<file path="config.mk">
export PLATFORM = sky130hd
export DESIGN_NAME = multicycle_control
export DESIGN_NICKNAME = d
export VERILOG_FILES = /design/src/rtl/multicycle_control_pkg.sv /design/src/rtl/multicycle_control_decode.sv /design/src/rtl/multicycle_control.sv
export SDC_FILE = /design/constraint.sdc
export NUM_CORES = 1
export LEC_CHECK = 0
export CORE_MARGIN = 2
export CORE_UTILIZATION = 39
export DETAILED_ROUTE_END_ITERATION = 8
export PLACE_DENSITY = 0.78
export SYNTH_ARGS = -nofsm -noshare
export SYNTH_HDL_FRONTEND = slang
export SYNTH_SLANG_ARGS = --single-unit
</file>
<file path="constraint.sdc">
create_clock -name clk -period 1.6 [get_ports clk]
set_input_delay 0.32 -clock clk [delete_from_list [all_inputs] [get_ports clk]]
set_output_delay 0.32 -clock clk [all_outputs]
set_load 0.005 [all_outputs]
</file>
<file path="src/rtl/multicycle_control_pkg.sv">
// Shared constants for the multi-cycle RV32I control unit:
// opcodes, ALU/memory codes, PC sources, FSM states and decode bundle.
package multicycle_control_pkg;

  localparam logic [6:0] OPC_LUI    = 7'b0110111;
  localparam logic [6:0] OPC_AUIPC  = 7'b0010111;
  localparam logic [6:0] OPC_JAL    = 7'b1101111;
  localparam logic [6:0] OPC_JALR   = 7'b1100111;
  localparam logic [6:0] OPC_BRANCH = 7'b1100011;
  localparam logic [6:0] OPC_LOAD   = 7'b0000011;
  localparam logic [6:0] OPC_STORE  = 7'b0100011;
  localparam logic [6:0] OPC_OPIMM  = 7'b0010011;
  localparam logic [6:0] OPC_OP     = 7'b0110011;

  localparam logic [4:0] ALU_ADD    = 5'd0;
  localparam logic [4:0] ALU_SUB    = 5'd1;
  localparam logic [4:0] ALU_SLL    = 5'd2;
  localparam logic [4:0] ALU_SLT    = 5'd3;
  localparam logic [4:0] ALU_SLTU   = 5'd4;
  localparam logic [4:0] ALU_XOR    = 5'd5;
  localparam logic [4:0] ALU_SRL    = 5'd6;
  localparam logic [4:0] ALU_SRA    = 5'd7;
  localparam logic [4:0] ALU_OR     = 5'd8;
  localparam logic [4:0] ALU_AND    = 5'd9;
  localparam logic [4:0] ALU_LUI    = 5'd10;
  // M codes follow func3 order so decode is ALU_MUL + func3
  localparam logic [4:0] ALU_MUL    = 5'd11;
  localparam logic [4:0] ALU_MULH   = 5'd12;
  localparam logic [4:0] ALU_MULHSU = 5'd13;
  localparam logic [4:0] ALU_MULHU  = 5'd14;
  localparam logic [4:0] ALU_DIV    = 5'd15;
  localparam logic [4:0] ALU_DIVU   = 5'd16;
  localparam logic [4:0] ALU_REM    = 5'd17;
  localparam logic [4:0] ALU_REMU   = 5'd18;

  localparam logic [2:0] MEMREAD_NONE = 3'd0;
  localparam logic [2:0] MEMREAD_LB   = 3'd1;
  localparam logic [2:0] MEMREAD_LH   = 3'd2;
  localparam logic [2:0] MEMREAD_LW   = 3'd3;
  localparam logic [2:0] MEMREAD_LBU  = 3'd4;
  localparam logic [2:0] MEMREAD_LHU  = 3'd5;

  localparam logic [1:0] MEMWRITE_NONE = 2'd0;
  localparam logic [1:0] MEMWRITE_SB   = 2'd1;
  localparam logic [1:0] MEMWRITE_SH   = 2'd2;
  localparam logic [1:0] MEMWRITE_SW   = 2'd3;

  localparam logic [1:0] PC_SRC_PC4 = 2'b00;
  localparam logic [1:0] PC_SRC_IMM = 2'b01;
  localparam logic [1:0] PC_SRC_REG = 2'b10;

  typedef enum logic [2:0] {
    S_FETCH  = 3'd0,
    S_DECODE = 3'd1,
    S_EXEC   = 3'd2,
    S_MEM    = 3'd3,
    S_WB     = 3'd4,
    S_TRAP   = 3'd5
  } state_t;

  typedef enum logic [2:0] {
    K_ALU, K_LOAD, K_STORE, K_BRANCH, K_JAL, K_JALR
  } kind_t;

  typedef struct packed {
    kind_t      kind;
    logic [4:0] aluop;
    logic       src1;
    logic       src2;
    logic [2:0] memread;
    logic [1:0] memwrite;
    logic       illegal;
  } ctrl_t;

  function automatic logic [4:0] alu_base(
    input logic [2:0] f3,
    input logic       alt
  );
    logic [4:0] r;
    r = ALU_ADD;
    case (f3)
      3'b000:  r = alt ? ALU_SUB : ALU_ADD;
      3'b001:  r = ALU_SLL;
      3'b010:  r = ALU_SLT;
      3'b011:  r = ALU_SLTU;
      3'b100:  r = ALU_XOR;
      3'b101:  r = alt ? ALU_SRA : ALU_SRL;
      3'b110:  r = ALU_OR;
      default: r = ALU_AND;
    endcase
    return r;
  endfunction

endpackage

</file>
<file path="src/rtl/multicycle_control_decode.sv">
// Combinational opcode/func decode into control fields plus
// an illegal flag; registered by the sequencer in DECODE.
module insn_decode
  import multicycle_control_pkg::*;
#(
  parameter bit SUPPORT_M = 1'b0
) (
  input  logic [31:0] instr,
  output ctrl_t       ctrl
);

  logic [6:0] op;
  logic [2:0] f3;
  logic [6:0] f7;
  logic       unused_bits;

  assign op = instr[6:0];
  assign f3 = instr[14:12];
  assign f7 = instr[31:25];
  assign unused_bits = ^{instr[24:15], instr[11:7]};

  always_comb begin
    ctrl.kind     = K_ALU;
    ctrl.aluop    = ALU_ADD;
    ctrl.src1     = 1'b0;
    ctrl.src2     = 1'b0;
    ctrl.memread  = MEMREAD_NONE;
    ctrl.memwrite = MEMWRITE_NONE;
    ctrl.illegal  = 1'b0;
    unique case (1'b1)
      op == OPC_LUI: begin
        ctrl.aluop = ALU_LUI;
        ctrl.src2  = 1'b1;
      end
      op == OPC_AUIPC: begin
        ctrl.src1 = 1'b1;
        ctrl.src2 = 1'b1;
      end
      op == OPC_JAL: begin
        ctrl.kind = K_JAL;
        ctrl.src1 = 1'b1;
        ctrl.src2 = 1'b1;
      end
      op == OPC_JALR: begin
        ctrl.kind    = K_JALR;
        ctrl.src2    = 1'b1;
        ctrl.illegal = (f3 != 3'b000);
      end
      op == OPC_BRANCH: begin
        ctrl.kind = K_BRANCH;
        case (f3)
          3'b000, 3'b001: ctrl.aluop = ALU_SUB;
          3'b100, 3'b101: ctrl.aluop = ALU_SLT;
          3'b110, 3'b111: ctrl.aluop = ALU_SLTU;
          default:        ctrl.illegal = 1'b1;
        endcase
      end
      op == OPC_LOAD: begin
        ctrl.kind = K_LOAD;
        ctrl.src2 = 1'b1;
        case (f3)
          3'b000:  ctrl.memread = MEMREAD_LB;
          3'b001:  ctrl.memread = MEMREAD_LH;
          3'b010:  ctrl.memread = MEMREAD_LW;
          3'b100:  ctrl.memread = MEMREAD_LBU;
          3'b101:  ctrl.memread = MEMREAD_LHU;
          default: ctrl.illegal = 1'b1;
        endcase
      end
      op == OPC_STORE: begin
        ctrl.kind = K_STORE;
        ctrl.src2 = 1'b1;
        case (f3)
          3'b000:  ctrl.memwrite = MEMWRITE_SB;
          3'b001:  ctrl.memwrite = MEMWRITE_SH;
          3'b010:  ctrl.memwrite = MEMWRITE_SW;
          default: ctrl.illegal = 1'b1;
        endcase
      end
      op == OPC_OPIMM: begin
        ctrl.src2  = 1'b1;
        ctrl.aluop = alu_base(f3, (f3 == 3'b101) && f7[5]);
      end
      op == OPC_OP: begin
        if (f7 == 7'b0000000)
          ctrl.aluop = alu_base(f3, 1'b0);
        else if (f7 == 7'b0100000 &&
                 (f3 == 3'b000 || f3 == 3'b101))
          ctrl.aluop = alu_base(f3, 1'b1);
        else if (SUPPORT_M && f7 == 7'b0000001)
          ctrl.aluop = ALU_MUL + {2'b00, f3};
        else
          ctrl.illegal = 1'b1;
      end
      default: ctrl.illegal = 1'b1;
    endcase
  end

endmodule

</file>
<file path="src/rtl/multicycle_control.sv">
// FETCH/DECODE/EXEC/MEM/WB sequencer for the multi-cycle RV32I
// core with variable-latency memory handshakes and optional timeout.
module multicycle_control
  import multicycle_control_pkg::*;
#(
  parameter int ALUOP_W     = 5,
  parameter bit SUPPORT_M   = 1'b0,
  parameter int MEM_TIMEOUT = 0,
  parameter int TO_W        = 8
) (
  input  logic               clk,
  input  logic               rst_n,
  input  logic [31:0]        instr,
  input  logic               branch_taken,
  output logic               imem_req,
  input  logic               imem_ready,
  output logic               dmem_req,
  input  logic               dmem_ready,
  output logic               ir_write,
  output logic               pc_write,
  output logic [1:0]         pc_src,
  output logic               Alusrc1,
  output logic               Alusrc2,
  output logic [ALUOP_W-1:0] Aluop,
  output logic [2:0]         MemRead,
  output logic [1:0]         MemWrite,
  output logic               MemtoReg,
  output logic               Add4,
  output logic               RegWrite,
  output logic               illegal,
  output logic               bus_err,
  output logic [2:0]         state_o
);

  localparam logic [TO_W-1:0] TO_LIM = TO_W'(MEM_TIMEOUT - 1);

  state_t          state, state_n;
  ctrl_t           dec, q;
  logic [TO_W-1:0] cnt;
  logic [4:0]      aluop_i;
  logic            waiting;
  logic            to_hit;
  logic            unused_q;

  insn_decode #(.SUPPORT_M(SUPPORT_M)) u_dec (
    .instr (instr),
    .ctrl  (dec)
  );

  assign waiting = (state == S_FETCH && !imem_ready) ||
                   (state == S_MEM && !dmem_ready);
  // limit is hit in the wait cycle that would make the count MEM_TIMEOUT
  assign to_hit   = (MEM_TIMEOUT != 0) && (cnt == TO_LIM);
  assign state_o  = state;
  assign Aluop    = ALUOP_W'(aluop_i);
  assign unused_q = q.illegal;

  always_comb begin
    state_n  = state;
    imem_req = 1'b0;
    dmem_req = 1'b0;
    ir_write = 1'b0;
    pc_write = 1'b0;
    pc_src   = PC_SRC_PC4;
    Alusrc1  = 1'b0;
    Alusrc2  = 1'b0;
    aluop_i  = ALU_ADD;
    MemRead  = MEMREAD_NONE;
    MemWrite = MEMWRITE_NONE;
    MemtoReg = 1'b0;
    Add4     = 1'b0;
    RegWrite = 1'b0;
    if (state == S_EXEC || state == S_MEM || state == S_WB) begin
      Alusrc1 = q.src1;
      Alusrc2 = q.src2;
      aluop_i = q.aluop;
    end
    unique case (state)
      S_FETCH: begin
        imem_req = 1'b1;
        if (imem_ready) begin
          ir_write = 1'b1;
          state_n  = S_DECODE;
        end else if (to_hit) begin
          state_n = S_TRAP;
        end
      end
      S_DECODE: state_n = dec.illegal ? S_TRAP : S_EXEC;
      S_EXEC: begin
        unique case (q.kind)
          K_BRANCH: begin
            pc_write = branch_taken;
            pc_src   = PC_SRC_IMM;
            state_n  = S_FETCH;
          end
          K_LOAD, K_STORE: state_n = S_MEM;
          default:         state_n = S_WB;
        endcase
      end
      S_MEM: begin
        dmem_req = 1'b1;
        MemRead  = q.memread;
        MemWrite = q.memwrite;
        if (dmem_ready) begin
          if (q.kind == K_LOAD) begin
            state_n = S_WB;
          end else begin
            pc_write = 1'b1;
            state_n  = S_FETCH;
          end
        end else if (to_hit) begin
          state_n = S_TRAP;
        end
      end
      S_WB: begin
        RegWrite = 1'b1;
        pc_write = 1'b1;
        state_n  = S_FETCH;
        unique case (q.kind)
          K_JAL: begin
            pc_src = PC_SRC_IMM;
            Add4   = 1'b1;
          end
          K_JALR: begin
            pc_src = PC_SRC_REG;
            Add4   = 1'b1;
          end
          K_LOAD:  MemtoReg = 1'b1;
          default: pc_src = PC_SRC_PC4;
        endcase
      end
      S_TRAP:  state_n = S_TRAP;
      default: state_n = S_FETCH;
    endcase
  end

  always_ff @(posedge clk) begin
    if (!rst_n) begin
      state   <= S_FETCH;
      q       <= '0;
      cnt     <= '0;
      illegal <= 1'b0;
      bus_err <= 1'b0;
    end else begin
      state <= state_n;
      if (state == S_DECODE) begin
        q <= dec;
        if (dec.illegal) illegal <= 1'b1;
      end
      if (state_n != state) cnt <= '0;
      else                  cnt <= cnt + TO_W'(waiting);
      if (waiting && to_hit) bus_err <= 1'b1;
    end
  end

endmodule

</file>
=== Word-level counts from Yosys, hierarchy flattened ===
Cells that the tools add are included.

* Flip-flop bits (word level): 19
* Bits of input ports: 37
* Output and inout bits: 26
* Word-level logic and storage cells: 108

* Eq/ne operators: 29
* Mux-type cells: 49
* Reductions and logical operators: 22

{| class="wikitable"
|+ Operator list
! operator !! count
|-
| case mux 4 bit (7 select lines) || 2
|-
| case mux 3 bit (5 select lines) || 3
|-
| case mux 5 bit (7 select lines) || 1
|-
| == test 7 x 6 -> 1 bit (second input constant) || 4
|-
| == test 3 bit (second input constant) || 8
|-
| two-way mux 1 bit || 24
|-
| == test 7 bit (second input constant) || 3
|-
| case mux 5 bit (4 select lines) || 1
|-
| == test 3 x 2 -> 1 bit (second input constant) || 6
|-
| two-way mux 3 bit || 6
|-
| two-way mux 5 bit || 3
|-
| == test 7 x 5 -> 1 bit (second input constant) || 2
|-
| OR reduction 2 bit || 6
|-
| == test 3 x 1 -> 1 bit (second input constant) || 3
|-
| case mux 3 bit (3 select lines) || 1
|-
| case mux 2 bit (2 select lines) || 2
|-
| == test 7 x 2 -> 1 bit (second input constant) || 1
|-
| logical NOT 7 bit || 1
|-
| OR reduction 7 bit || 1
|-
| logical NOT 3 bit || 2
|-
| case mux 1 bit (6 select lines) || 1
|-
| case mux 2 bit (3 select lines) || 1
|-
| case mux 3 bit (2 select lines) || 1
|-
| OR reduction 6 bit || 1
|-
| other kinds (10) || 16
|}

=== Depth between registers and ports, before layout ===
* Word-level depth: 8
* Depth in mapped cells: 8
* Depth with buffers taken out: 5

=== Hierarchy ===
From an unflattened synthesis, not the netlist that was laid out.

* Cell total of the unflattened synthesis: 207
* Area, all modules: 1472.7 sq um

{| class="wikitable"
|+ By module, submodules not included
! module !! instances !! cells an instance !! area each (sq um) !! sequential area each (sq um)
|-
| multicycle_control || 1 || 130 || 978.4 || 380.4
|-
| insn_decode || 1 || 77 || 494.2 || 0.0
|}

=== Worst setup path after synthesis ===
Ideal clock, no wire load.

* Kind: register to register
* Start point: register state[0] (netlist: state_o[0])
* End point: register q[10] in the netlist's numbering
* Library setup time: 0.122 ns
* Arrival: 1.417 ns
* Required time: 1.478 ns
* Path slack: 0.061 ns
* Stages on the path, launching flop included: 7
* Buffers on the path: 3
* Clock period less this slack: 1.539 ns
* Cells stage by stage: dfxtp_1 > buf_2 > nor2b_1 > nand2b_1 > buf_2 > buf_2 > a311o_1

* Word-level cells in the longest chain between the ends: 1

{| class="wikitable"
|+ RTL lines
! element !! RTL line !! RTL
|-
| start, declared || multicycle_control.sv:37 || <nowiki>state_t state, state_n;</nowiki>
|-
| start signal, assigned || multicycle_control.sv:145 || <nowiki>state <= state_n;</nowiki>
|-
| == test 3 x 1 -> 1 bit || multicycle_control.sv:146 || <nowiki>if (state == S_DECODE) begin</nowiki>
|-
| end signal, assigned || multicycle_control.sv:140 || <nowiki>q <= '0;</nowiki>
|-
| end signal, assigned || multicycle_control.sv:147 || <nowiki>q <= dec;</nowiki>
|-
| end, declared || multicycle_control.sv:38 || <nowiki>ctrl_t dec, q;</nowiki>
|}

No other way between the ends.
A chain may end at the register's enable or synchronous reset.

=== Final worst setup path ===
* Start point: register state[1] (netlist: state_o[1])
* End point: output MemRead[0]

* Word-level cells in the longest chain between the ends: 2

{| class="wikitable"
|+ RTL lines
! element !! RTL line !! RTL
|-
| == test 3 x 2 -> 1 bit || multicycle_control.sv:78 || <nowiki>unique case (state)</nowiki>
|-
| two-way mux 3 bit || multicycle_control.sv:78 ||
|-
| end, declared || multicycle_control.sv:25 || <nowiki>output logic [2:0] MemRead,</nowiki>
|}

No other way between the ends.

==> metrics.txt <==
Post-Syn Instances 216; Reg power frac 0.339; Skew-Pair Late Insertion Delay 250 ps; Finished Cell Area 2730 sq um; clk buf depth 2; P_leak 1.22 nW; Most used DFF post-synth dfxtp_1; WL/cell 14.6 um; post-route insts no fill 368; clock share of power 0.258; min Tclk post-route 1690 ps; #FFs+latches synth 18; Critical Path RT 1280 ps; die area 4470 sq um; largest net degree at the start of global routing 20; core area 3740 sq um; Synth cell types 60; fin crit share 1.06; highest metal used met4; type of the most critical hold path reg2reg; max frequency 592 MHz; failing checks negative setup slack; Reg clk slew, reported paths 70 ps; clock root cell clkbuf_8; most frequent cells in the layout buf_4 (54), nand2_1 (25), buf_6 (19), dfxtp_1 (14), buf_2 (13); switching power 0.440 mW; pwr/cell area 518 nW/um^2; metal3 WL 261 um; hpwl dp 3530 um; first-pass GRT wire length 7990 um; final setup slack of the worst path -88.7 ps; total grt overflow 0; most common cell after layout, fill and taps aside buf_4; num rows 22; Post-DRT Antenna Nets 0; Post-synth EDFFs 0; die width 66.9 um; element type at the critical path end output port; Vert. Die Dim 66.9 um; critical path type reg2out; layout cells sized above 1 0.438; Async S/R FF share, synth 0; effective utilization at floorplan 0.412; placed cells 348; max cap viols 0; Max rail drop VDD 0.274 mV; DR vias 2,008; startpoint types flop; Detailed Routing Iterations Pass 1 4; overall routing resource usage 0.233; CTS H-tree lvls 1; Simple-Gate Fraction of Synth Area 0.435; P_int 0.976 mW; initial antenna violation count 0; GP Congestion 0.933; worst hold start q[5]; Comb power frac 0.403; RSZ-0062 raised after global routing true; CTS buffer count 3; Diodes inserted 0; vias in the first global route 1,786; status finished with violations; Met2 Routed Length 2740 um; multiplexer share of the synthesized area 0.00649; Sw Share 0.311; Layout Skew 2.04 ps; adder-cell share of the synthesized area 0; via/cell ratio 5.46; hold_buf cts 0; Seq/Total Area, Yosys 0.234; Post-Route WL 5360 um; Synth warnings 0; initial DRC count 75; DRC 0; largest family of logic cells by synthesized area simple AND/OR/NAND/NOR gates; final net count 358; hold_ws 449 ps; crit path launch state_o[1]; worst r2r src state_o[0]; Compound-Gate Fraction of Synth Area 0.229; post-synthesis xor/xnor area fraction 0.0114; area delta synth->final 77.4%; IO Pins 63; CP arrival 1370 ps; Post-Route Utilization 0.730; Final TNS setup -385 ps; CTS tree yes; max-slew violations 0; clock sinks 18; crit-path max FO 5; placed cell area 2380 sq um; final-report setup violation count 8; Met1 Routed Length 2240 um; Final Hold Vio Count 0; Synth Area per Inst 7.14 sq um; Synth Cell Area 1540 sq um; input/output buffers 45
sequential cells by signal, summed over array words and instances, names as in the netlist:
name and cells:
q 14, state_o 3, illegal 1
repair_timing:
item                                    in CTS  in global routing
gates resized for setup                    132                 34
buffers inserted                            11                  4
endpoints found under the setup margin      36                 35
hold endpoints to repair                     0                  0
pin swaps                                   24                 11
cloned                                       1                  1
power groups by stage:
| stage | Sequential, mW | Clock (mW) | Combinational, mW |
|---|---|---|---|
| floorplan | 0.482 | 0 | 0.219 |
| global placement | 0.484 | 0 | 0.444 |
| detailed placement | 0.484 | 0 | 0.452 |
| CTS | 0.479 | 0.369 | 0.507 |
| global route | 0.482 | 0.384 | 0.610 |
| finish | 0.480 | 0.365 | 0.570 |
metal layers:
metal / track usage / vias up
met5: 0 / -
met3: 0.0186 / 11
li1: - / 971
met2: 0.420 / 83
met4: 0.0944 / 0
met1: 0.281 / 943
synth_stat cells (2+ instances only):
cell type   n  area share
dfxtp_1    18        0.23
and3_1      7       0.028
nand3b_1    2      0.0097
xnor2_1     2       0.011
nand2b_1    6       0.024
nor4_1      2      0.0081
clkbuf_1    4      0.0097
nand3_1     8       0.026
buf_6       2       0.015
a21boi_0    4       0.019
nor2_1     15       0.037
buf_4       2      0.0097
o21ai_0    12       0.039
a21oi_1    10       0.032
o31ai_1     2      0.0097
nor2b_1    16       0.065
a21o_1      2      0.0097
and2_1      5       0.020
inv_1       5       0.012
and3b_1     2       0.011
a31oi_1     4       0.016
a22oi_1     2      0.0097
buf_2      11       0.036
nor3_1     10       0.032
nand2_1    27       0.066
a2111oi_0   2       0.011
per-stage QoR:
step / total power, mW / worst slack, ps
after floorplan: 0.701 / 60.7
after global placement: 0.927 / -382
after detailed placement: 0.936 / -445
after CTS: 1.36 / -84.5
after global routing: 1.48 / -142
final: 1.42 / -88.7
cell families after synthesis:
group	count (synthesis)
muxes	1
DFF	18
buffers and inverters	24
xor gates and xnor gates	2
other	1
AOI/OAI and AO/OA	52
and+or+nand+nor	118
cell type report:
class / count / area [sq um]
flip-flops and latches: 18 / 373
repair buffers: 118 / 982
clock buffers: 4 / 55.1
inverters: 5 / 18.8
multi-input cells: 175 / 1240
fillers: 290 / 1010
well taps: 48 / 60.1
critical path, cell delays in order, from the launching register on:
cell and delay [ps]:
dfxtp_4 380, nor2b_4 180, buf_6 130, buf_6 90, buf_6 80, and3_4 170
buf_6 80
final timing paths:
kind | cells past startpoint | slack [ps] | end
min reg2reg | 2 | 450 | q[5]
max | 6 | -90 | MemRead[0]
min | 2 | 450 | q[5]
max reg2reg | 7 | -50 | state_o[0]
No activity file was read; power rests on OpenSTA's default activity.
